$ cat src/rtl/dram_wr_seq.sv
// dram_wr_seq: AXI4 write-burst traffic generator with 4 KiB splitting and outstanding-burst limiting
module dram_wr_seq #(
  parameter int MAX_BURST       = 64,
  parameter int MAX_OUTSTANDING = 4
) (
  input  logic         clk,
  input  logic         rst,
  input  logic         start,
  input  logic [31:0]  start_addr,
  input  logic [31:0]  write_len,
  input  logic [31:0]  write_val,
  output logic         busy,
  output logic         done,
  output logic         err,
  output logic [31:0]  cycle_cnt,
  output logic [15:0]  awid,
  output logic [63:0]  awaddr,
  output logic [7:0]   awlen,
  output logic [2:0]   awsize,
  output logic [1:0]   awburst,
  output logic         awvalid,
  input  logic         awready,
  output logic [511:0] wdata,
  output logic [63:0]  wstrb,
  output logic         wlast,
  output logic         wvalid,
  input  logic         wready,
  input  logic [15:0]  bid,
  input  logic [1:0]   bresp,
  input  logic         bvalid,
  output logic         bready
);

  typedef enum logic [1:0] {IDLE, AW, W, DRAIN} state_t;

  state_t      st;
  logic [63:0] addr;
  logic [31:0] rem;
  logic [8:0]  bcnt;
  logic [8:0]  aw_beats;
  logic [3:0]  outst;
  logic [3:0]  out_nxt;
  logic [6:0]  sb;
  logic [6:0]  nb;
  logic        aw_hs;
  logic        w_hs;
  logic        b_ok;
  logic        b_err;
  logic        go;
  logic        bid_unused;

  // beats = min(remaining, MAX_BURST, beats left in the 4 KiB page)
  function automatic logic [6:0] beats_f(input logic [5:0] pg, input logic [31:0] r);
    logic [6:0] p;
    p = 7'd64 - {1'b0, pg};
    p = (MAX_BURST < int'(p)) ? 7'(MAX_BURST) : p;
    return (r < {25'd0, p}) ? r[6:0] : p;
  endfunction

  assign awid       = '0;
  assign bready     = 1'b1;
  assign bid_unused = ^{bid, start_addr[5:0]};
  assign sb         = beats_f(start_addr[11:6], write_len);
  assign nb         = beats_f(addr[11:6], rem);
  assign aw_hs      = awvalid & awready;
  assign w_hs       = wvalid & wready;
  assign aw_beats   = {1'b0, awlen} + 9'd1;
  assign go         = (st == IDLE) & start;

  // responses only count while a run is active; stray ones never underflow the counter
  always_comb begin
    b_ok    = bvalid & (st != IDLE) & (outst != 4'd0);
    b_err   = bvalid & (st != IDLE) & ((bresp != 2'b00) | (outst == 4'd0));
    out_nxt = (aw_hs & ~b_ok) ? outst + 4'd1 : (~aw_hs & b_ok) ? outst - 4'd1 : outst;
  end

  // outstanding-burst count and sticky response error
  always_ff @(posedge clk or posedge rst) begin
    if (rst) begin
      outst <= '0;
      err   <= 1'b0;
    end else begin
      outst <= out_nxt;
      err   <= go ? 1'b0 : err | b_err;
    end
  end

  // run length counter, frozen after done until the next accepted start
  always_ff @(posedge clk or posedge rst) begin
    if (rst) cycle_cnt <= '0;
    else if (go) cycle_cnt <= '0;
    else if (busy && cycle_cnt != '1) cycle_cnt <= cycle_cnt + 32'd1;
  end

  // sequencer FSM with registered AXI outputs
  always_ff @(posedge clk or posedge rst) begin
    if (rst) begin
      st      <= IDLE;
      busy    <= 1'b0;
      done    <= 1'b0;
      awvalid <= 1'b0;
      awaddr  <= '0;
      awlen   <= '0;
      awsize  <= '0;
      awburst <= '0;
      wvalid  <= 1'b0;
      wlast   <= 1'b0;
      wdata   <= '0;
      wstrb   <= '0;
      addr    <= '0;
      rem     <= '0;
      bcnt    <= '0;
    end else begin
      done <= 1'b0;
      case (st)
        IDLE: if (start) begin
          busy    <= 1'b1;
          addr    <= {32'h0, start_addr[31:6], 6'h0};
          rem     <= write_len;
          wdata   <= {16{write_val}};
          wstrb   <= '1;
          awsize  <= 3'b110;
          awburst <= 2'b01;
          awaddr  <= {32'h0, start_addr[31:6], 6'h0};
          awlen   <= 8'(sb) - 8'd1;
          awvalid <= write_len != 32'd0;
          st      <= (write_len == 32'd0) ? DRAIN : AW;
        end
        AW: if (aw_hs) begin
          awvalid <= 1'b0;
          wvalid  <= 1'b1;
          wlast   <= awlen == 8'd0;
          bcnt    <= aw_beats;
          addr    <= addr + {49'd0, aw_beats, 6'd0};
          rem     <= rem - {23'd0, aw_beats};
          st      <= W;
        end else if (!awvalid) begin
          awvalid <= out_nxt < 4'(MAX_OUTSTANDING);
          awaddr  <= addr;
          awlen   <= 8'(nb) - 8'd1;
        end
        W: if (w_hs) begin
          bcnt  <= bcnt - 9'd1;
          wlast <= bcnt == 9'd2;
          if (wlast) begin
            wvalid <= 1'b0;
            wlast  <= 1'b0;
            if (rem != 32'd0) begin
              st      <= AW;
              awvalid <= out_nxt < 4'(MAX_OUTSTANDING);
              awaddr  <= addr;
              awlen   <= 8'(nb) - 8'd1;
            end else begin
              st <= DRAIN;
            end
          end
        end
        DRAIN: if (out_nxt == 4'd0) begin
          done <= 1'b1;
          busy <= 1'b0;
          st   <= IDLE;
        end
        default: st <= IDLE;
      endcase
    end
  end

endmodule
$ cat config.mk
export PLATFORM = sky130hd
export DESIGN_NAME = dram_wr_seq
export DESIGN_NICKNAME = d
export VERILOG_FILES = /design/src/rtl/dram_wr_seq.sv
export SDC_FILE = /design/constraint.sdc
export NUM_CORES = 1
export LEC_CHECK = 0
export BUFFER_PORTS_ARGS = -buffer_cell sky130_fd_sc_hd__buf_4
export CORE_AREA = 2 2 321 323
export CTS_CLUSTER_SIZE = 14
export DETAILED_ROUTE_END_ITERATION = 10
export DIE_AREA = 0 0 323 325
export PLACE_DENSITY = 0.43
export SLEW_MARGIN = 20
export SYNTH_ARGS = -nofsm -noshare
export SYNTH_HDL_FRONTEND = slang
export SYNTH_SLANG_ARGS = --single-unit
$ cat constraint.sdc
create_clock -name clk -period 7.7 [get_ports clk]
set_clock_uncertainty 0.05 [all_clocks]
set_input_delay 0 -clock clk [delete_from_list [all_inputs] [get_ports clk]]
set_output_delay 0 -clock clk [all_outputs]
set_load 0.02 [all_outputs]
# Word level (Yosys, flattened, before mapping)
# Cells that the tools add are included.
dict set report op_classes {
  reduce_logical 24
  eq_ne 13
  n_lt_le_gt_ge 5
  mux 59
  add_sub_neg 11
  bitwise 12
}
# op n
set ops {}
lappend ops {{$mux 64} 7}
lappend ops {{$pmux 64 s3} 1}
lappend ops {{$mux 32} 4}
lappend ops {{$pmux 64 s2} 1}
lappend ops {{$add 64x15->64} 1}
lappend ops {{$lt 32x7->1} 2}
lappend ops {{$pmux 32 s2} 1}
lappend ops {{$reduce_bool 32->1} 2}
lappend ops {{$mux 8} 6}
lappend ops {{$add 32x1->32 const B} 1}
lappend ops {{$logic_not 32->1} 1}
lappend ops {{$ne 32x32->1 const B} 1}
lappend ops {{$sub 32x9->32} 1}
lappend ops {{$mux 7} 4}
lappend ops {{$pmux 8 s3} 1}
lappend ops {{$mux 9} 2}
lappend ops {{$pmux 9 s2} 1}
lappend ops {{$mux 1} 17}
lappend ops {{$ne 2x2->1 const B} 8}
lappend ops {{$sub 7x1->8 const B} 2}
lappend ops {{$lt 7x7->1 const A} 2}
lappend ops {{$mux 2} 7}
lappend ops {{$sub 7x6->7 const A} 2}
lappend ops {{$reduce_bool 2->1} 6}
lappend ops {{26 further kinds} 43}
dict set report totals {
  output_inout_bits 708
  inputBits 120
  regBits 736
  elab_cells 142
}

# Logic depth before layout (Yosys ltp)
# Gate-level depths: netlist of the first run.
dict set report depth {
  ltp_word 11
  mapped_depth 16
  mapped_depth_nobuf 16
}

# Worst setup path after synthesis of the first run
# OpenSTA, ideal clock, no wires.
dict set report synth_path {
  path_kind {register to register}
  start {register addr[6]}
  end {register awlen[4]}
  period_less_slack_ns 3.572
  setup_slack_ns 4.128
  n_path_buf 1
  setup_ns 0.134
  path_stages_with_launch 16
  required_time_ns 7.516
  arrival_ns 3.388
  cell_sequence {dfrtp_1 -> inv_1 -> ha_1 -> o21a_1 -> o21a_1 -> ha_1 -> a21o_1 -> a2111oi_4 -> and2_1 -> buf_6 -> mux2_2 -> mux2_2 -> ha_1 -> o221ai_1 -> xor2_1 -> o21ai_0}
}
dict set report synth_via {
  elab_chain_len 10
  elab_cells_between_ends 12
  classes_between {add/sub (2); order compare (2); mux (8)}
}
# element line_no
set synth_lines {}
lappend synth_lines {{start: declaration} 37} ;# logic [63:0] addr;
lappend synth_lines {{start signal: assignment} 118} ;# addr <= {32'h0, start_addr[31:6], 6'h0};
lappend synth_lines {{start signal: assignment} 134} ;# addr <= addr + {49'd0, aw_beats, 6'd0};
lappend synth_lines {{$sub 7x6->7 (*)} 55} ;# p = 7'd64 - {1'b0, pg};
lappend synth_lines {{$lt 7x7->1} 56} ;# p = (MAX_BURST < int'(p)) ? 7'(MAX_BURST) : p;
lappend synth_lines {{$mux 7 (*)} 56}
lappend synth_lines {{$lt 32x7->1} 57} ;# return (r < {25'd0, p}) ? r[6:0] : p;
lappend synth_lines {{$mux 7 (*)} 57}
lappend synth_lines {{$sub 7x1->8 (*)} {140, 152}}
lappend synth_lines {{$mux 8} 148} ;# if (rem != 32'd0) begin
lappend synth_lines {{$mux 8} 145} ;# if (wlast) begin
lappend synth_lines {{$mux 8} 142} ;# W: if (w_hs) begin
lappend synth_lines {{$pmux 8 s3 (*)} 115} ;# case (st)
lappend synth_lines {{end signal: assignment} 125} ;# awlen <= 8'(sb) - 8'd1;
lappend synth_lines {{end signal: assignment} 140} ;# awlen <= 8'(nb) - 8'd1;
lappend synth_lines {{end signal: assignment} 152} ;# awlen <= 8'(nb) - 8'd1;
lappend synth_lines {{end: declaration} 18} ;# output logic [7:0] awlen,
# Every way passes the cells marked *; elsewhere a longest branch is shown, timed or not. The select of a mux whose other input is x is not followed.
# A chain may end at the register's enable or synchronous reset.

# Worst setup path after layout of the first run
dict set report layout_path {
  start {register addr[6]}
  end {register awlen[6]}
}
# Same word-level chain as after synthesis.

==> reports/results.ini, run 1 <==
[critical_path]
crit_path_end_kind=register
ff2ff_path_depth=14
critPathLaunchType=register
cp_max_fo=8
regToRegSetupSlack_ps=3540
worst_r2r_endpoint=awlen[6]
worstReg2RegStart=addr[6]
critPathArrivalTime_ps=4620
required_ps=8160
path_class=reg -> reg

[die]
io_pins=828
die_x_um=323
rows=117
start_util=0.180
core_mm2=0.101
die_y_um=325
die_area_mm2=0.105

[pwr]
finalPower_mw=12.3
leakagePower_nw=10.8
ir_drop_v=0.000308
power.density_mw_per_mm2=517

[synthesis]
synth_edf_count=0
avgSynthCellArea_um2=8.60
synth_seq_area_share=0.333
yosysTopAreaCell=dfrtp_1
async_flop_share=1.00
ys_ff_latch=243
synth_area_leaders=dfrtp_1, buf_4, nand2_1
ys_warn_count=0
synth_area_mm2=0.0182
synth_top_area_share=0.333
synthFlopType=dfrtp_1
syn_inst=2121
ys_types=74

[place]
dpl_cell_area_mm2=0.0215
pre_cts_slack_ps=3530
dp.cells=3655
gp_congestion=0.761
hpwl_um=50800
io_buffers=786

[drt]
vias=15173
drc=0
drt.antenna.violating_nets=0
drtIter0Drc=638
wire_per_inst_um=17.8
routed_wl_um=67900
firstDrtPassIters=5
viasPerCell=3.97

[clocking]
cts_buffer_depth=3
ctsHoldBuffers=99
cts.sinks=243
post_cts_resized=0
cts_root_buf=clkbuf_16
path_clk_slew_ps=60
cts_setup_buffers=0
clkLatencyLatePin_ps=600
htreeDepth=2
cts_tree=built
cts_inserted_buffers=36

[global_route]
grt_pass1_wl_um=98100
antenna_found_initial=10
gr-usage-all-layers=0.122
gr-total-overflow=0
grt_max_degree=128
grt_pass1_vias=14626

[cells_and_area]
fill_cells=11220
fin_area_mm2=0.0237
fin_util=0.234
final_common_cell=buf_4
fin_nets=2590
seqCellArea_mm2=0.00608
fin_cells=3822
multi_input_area_mm2=0.00748
final_cell_mix=buf_4, dfrtp_1, nand2_1
drive_gt1_frac=0.378
synthToLayoutAreaGrowth_pct=30.2

[timing]
hold_violations=0
finalMaxSlewViolations=0
slew_headroom=0.309
fin_ws_ps=3540
fmax_mhz=240
whs_ps=134
setup_tns_ps=0
fin_crit_sh=0.541
fin_crit_ps=4160
tightestPinTransition_ps=1040
setup_viol=0
rsz0062_at_grt=false

[worst_hold_path]
worstHoldStart=write_val[30]
hp-class=in -> reg
holdPathEnd=wdata[510]
whs_path_depth=3

[outcome]
outcome=finished clean

[run]
maxCapViolCount=0

-- worst max-delay path: stages (launching register included) --
cell	delay, ps
dfrtp_1	530
inv_1	80
ha_1	260
o21a_1	200
o21a_1	180
ha_1	300
a21o_1	200
a2111oi_4	490
and2_1	380
mux2i_1	220
mux2_2	230
ha_1	230
o21ai_0	150
or4_1	410
a31oi_1	180
-- how the worst max path moves through the flow --
stage / startpoint / slack, ps / end / cells past startpoint
after global placement: addr[6] / 3550 / awlen[4] / 14
after CTS: addr[6] / 3510 / awlen[4] / 14
final: addr[6] / 3540 / awlen[6] / 14
after detailed placement: addr[6] / 3530 / awlen[4] / 14
after global routing: addr[6] / 3200 / awlen[6] / 14
after floorplan: rst / 980 / addr[10] / 1
-- registers in the layout (all words and copies together) (netlist names), 2 cells and up --
register   count
addr          58
rem           32
st             2
outst          4
awaddr        59
awlen          8
wdata         32
bcnt           9
cycle_cnt     32
-- final cells by class --
class / instances / share of cell area
antenna: 3 / 0.000316
clock buffer: 49 / 0.0421
timing repair buffer: 902 / 0.296
clock inverter: 16 / 0.00933
multi-input combinational: 1189 / 0.315
sequential: 243 / 0.256
inverter: 52 / 0.00854
tap: 1368 / 0.0721
-- power breakdown --
group          internal, mW  switching (mW)
logic                  3.16            4.75
clock network          1.03           0.718
registers              1.70           0.930
total                  5.88            6.39
-- logic make-up after synthesis --
| family | share of synthesized area |
|---|---|
| buf+inv | 0.263 |
| simple gates | 0.164 |
| flops | 0.333 |
| mux | 0.0470 |
| xor+xnor | 0.0399 |
| other cells | 0.000412 |
| fa+ha+maj | 0.0324 |
| compound gates | 0.120 |
-- synthesized netlist by cell type (16+ instances only) --
cell,instances
or3_1,31
buf_4,571
clkbuf_1,74
o21ai_0,117
a21oi_1,82
nor4_1,28
inv_1,51
nor3_1,44
o211ai_1,16
mux2i_1,44
xnor2_1,52
nand2_1,190
o22ai_1,24
mux2_2,37
and3_1,30
nand3_1,66
nor2_1,126
nand4_1,29
ha_1,44
xor2_1,31
dfrtp_1,243
-- routing by layer --
layer | track usage | vias up | wire length [µm]
li1 | - | 7328 | -
met1 | 0.144 | 7281 | 27300
met2 | 0.221 | 467 | 34800
met3 | 0.0281 | 85 | 4280
met4 | 0.0333 | 12 | 1480
met5 | 0 | - | 82
Power figures use the tool's default switching activity.
==> run 2, diff against run 1 <==
==> constraint.sdc (replaced) <==
create_clock -name clk -period 3.85 [get_ports clk]
set_clock_uncertainty 0.05 [all_clocks]
set_input_delay 0 -clock clk [delete_from_list [all_inputs] [get_ports clk]]
set_output_delay 0 -clock clk [all_outputs]
set_load 0.02 [all_outputs]
==> reports/results.ini, run 2 (same netlist as run 1, synthesis figures left out) <==
[place]
dpl_cell_area_mm2=0.0219  ; +1.7%
io_buffers=786  ; unchanged
gp_congestion=0.795  ; +4.6%
hpwl_um=52400  ; +3.1%

[timing]
hold_violations=0  ; unchanged
slew_headroom=0.325  ; +0.0158
finalMaxSlewViolations=0  ; unchanged
fmax_mhz=276  ; +15%
fin_crit_sh=0.939  ; +0.399
fin_crit_ps=3620  ; -547 ps
tightestPinTransition_ps=1010  ; -23.7 ps
setup_tns_ps=0  ; unchanged
setup_viol=0  ; unchanged

[pwr]
p_seq_frac=0.211  ; -0.003
clkPwrFrac=0.138  ; -0.004
power.density_mw_per_mm2=1040  ; +100%
ir_drop_v=0.000560  ; +82%
combinationalPowerShare=0.651  ; +0.007
leakagePower_nw=11.1  ; +2.2%
p_sw_frac=0.517  ; -0.00399
power.net_switching_mw=12.9  ; +100%
p_int_mw=12.1  ; +110%

[cells_and_area]
fill_cells=11154  ; -0.59%
drive_gt1_frac=0.392  ; +0.0137
synthToLayoutAreaGrowth_pct=32.2
fin_util=0.238  ; +0.00372
final_cell_mix=buf_4, dfrtp_1, nand2_1
multi_input_area_mm2=0.00749  ; +0.15%
reg_top3=awaddr x59, addr x58
seqCellArea_mm2=0.00608  ; about the same
final_common_cell=buf_4
fin_nets=2632  ; +1.6%
top_register=awaddr
largest_reg_flops=59  ; unchanged
fin_area_mm2=0.0241  ; +1.6%

[die]
core_mm2=0.101  ; unchanged
die_area_mm2=0.105  ; unchanged
die_x_um=323  ; unchanged
rows=117  ; unchanged
io_pins=828  ; unchanged
start_util=0.180  ; unchanged
die_y_um=325  ; unchanged

[critical_path]
cp_max_fo=5  ; -3
max_stage_delay_ps=480  ; -50 ps
crit_chain=inv_1 -> ha_1 -> o21a_1 -> o21a_1 -> ha_1 -> a21o_1 -> a2111oi_4 -> and2_4 -> mux2i_1 -> mux2_4 -> ha_2 -> o21ai_1 -> or4_1 -> a31oi_1
critical_path.top_delay_family=compound AO/OA/AOI/OAI gates
crit_path_end_kind=register
critPathArrivalTime_ps=4040  ; -580 ps
path_class=reg -> reg
critPathLaunchType=register
critPathBufInv=1  ; unchanged
crit_slowest_cell=a2111oi_4
regToRegSetupSlack_ps=230  ; -3300 ps
required_ps=4270  ; -3890 ps

[clocking]
cts_root_buf=clkbuf_16
cts_inserted_buffers=35  ; -2.8%
path_clk_slew_ps=60  ; about the same
cts_buffer_depth=3  ; unchanged
cts.sinks=243  ; unchanged
clkLatencyLatePin_ps=570  ; -30 ps
htreeDepth=2  ; unchanged
cts_tree=built

[drt]
vias=15297  ; +0.82%
wire_per_inst_um=17.7  ; -0.30%
drtIter0Drc=688  ; +7.8%
drt.antenna.violating_nets=0  ; unchanged
firstDrtPassIters=5  ; unchanged
drc=0  ; unchanged
viasPerCell=3.96  ; -0.25%
routed_wl_um=68400  ; +0.77%

[global_route]
gr-total-overflow=0  ; unchanged
grt_pass1_vias=14720  ; +0.64%
grt_max_degree=125  ; -2.3%
grt_pass1_wl_um=99000  ; +0.94%
gr-usage-all-layers=0.123  ; +0.00110
antenna_found_initial=7  ; -3

[outcome]
outcome=finished clean

[worst_hold_path]
hp-class=in -> async

[run]
maxCapViolCount=0  ; unchanged

==> run 2: cell types whose count changed in the layout (fill, tap and decap cells not counted), sizes merged <==
cell,previous run,this run
dlygate4sd3,99,98
clkbuf,49,47
diode,3,2
buf,803,847
clkinv,9,10
==> run 2: what timing repair did <==
action | in CTS | in global routing
endpoints found under the setup margin | 0 | 3
setup buffers | 0 | 1
hold buffers | 98 | 0
resized for setup | 0 | 7
hold endpoints to repair | 381 | 0
==> run 2: final cells by class <==
type | count | area share
antenna | 2 | 0.000208
clock buffer | 47 | 0.0411
clock inverter | 17 | 0.00898
inverter | 52 | 0.00825
multi-input combinational | 1189 | 0.311
sequential | 243 | 0.252
tap | 1368 | 0.0710
timing repair buffer | 945 | 0.307
==> run 2: path summary, 6_finish.rpt <==
check	startpoint	to	cells after the start
max in group asynchronous	rst	awsize[1]	4
worst max-delay path	addr[6]	awlen[6]	14
worst max register to register	addr[6]	awlen[6]	14
min in group clk	write_val[4]	wdata[484]	3
worst min-delay path	rst	rem[11]	4
worst min register to register	awaddr[21]	awaddr[21]	2
==> run 2: worst reg2reg max path, cell delays in order (launching register included) <==
cell and delay (ps):
dfrtp_1 340, inv_1 40, ha_1 230, o21a_1 190
o21a_1 190, ha_1 290, a21o_1 190, a2111oi_4 480
and2_4 250, mux2i_1 200, mux2_4 180, ha_2 200
o21ai_1 90, or4_1 420, a31oi_1 180
==> run 2: power groups by stage <==
| stage | Clock (mW) | Combinational [mW] | Sequential, mW |
|---|---|---|---|
| finish | 3.46 | 16.3 | 5.26 |
| global route | 3.69 | 17.5 | 5.51 |
| CTS | 3.61 | 16.5 | 5.33 |
| detailed placement | 0 | 16.3 | 5.37 |
| global placement | 0 | 16.4 | 5.34 |
| floorplan | 0 | 12.4 | 5.05 |
==> run 2: layer usage <==
metal	wire length [µm]	track usage
met5	54	0
met4	1360	0.0300
met3	3570	0.0228
met2	35200	0.225
met1	28200	0.148
==> run 2: stage by stage <==
step | setup WS, ps | hold WS (ps) | power [mW] | instances
detailed placement | 65.7 | 154 | 21.7 | 3698
global route | -14.9 | 112 | 26.7 | 3862
floorplan | 278 | 102 | 17.5 | 2138
CTS | 49.5 | 108 | 25.4 | 3860
finish | 233 | 95.2 | 25.0 | 3863
global placement | 90.7 | 146 | 21.7 | 3698
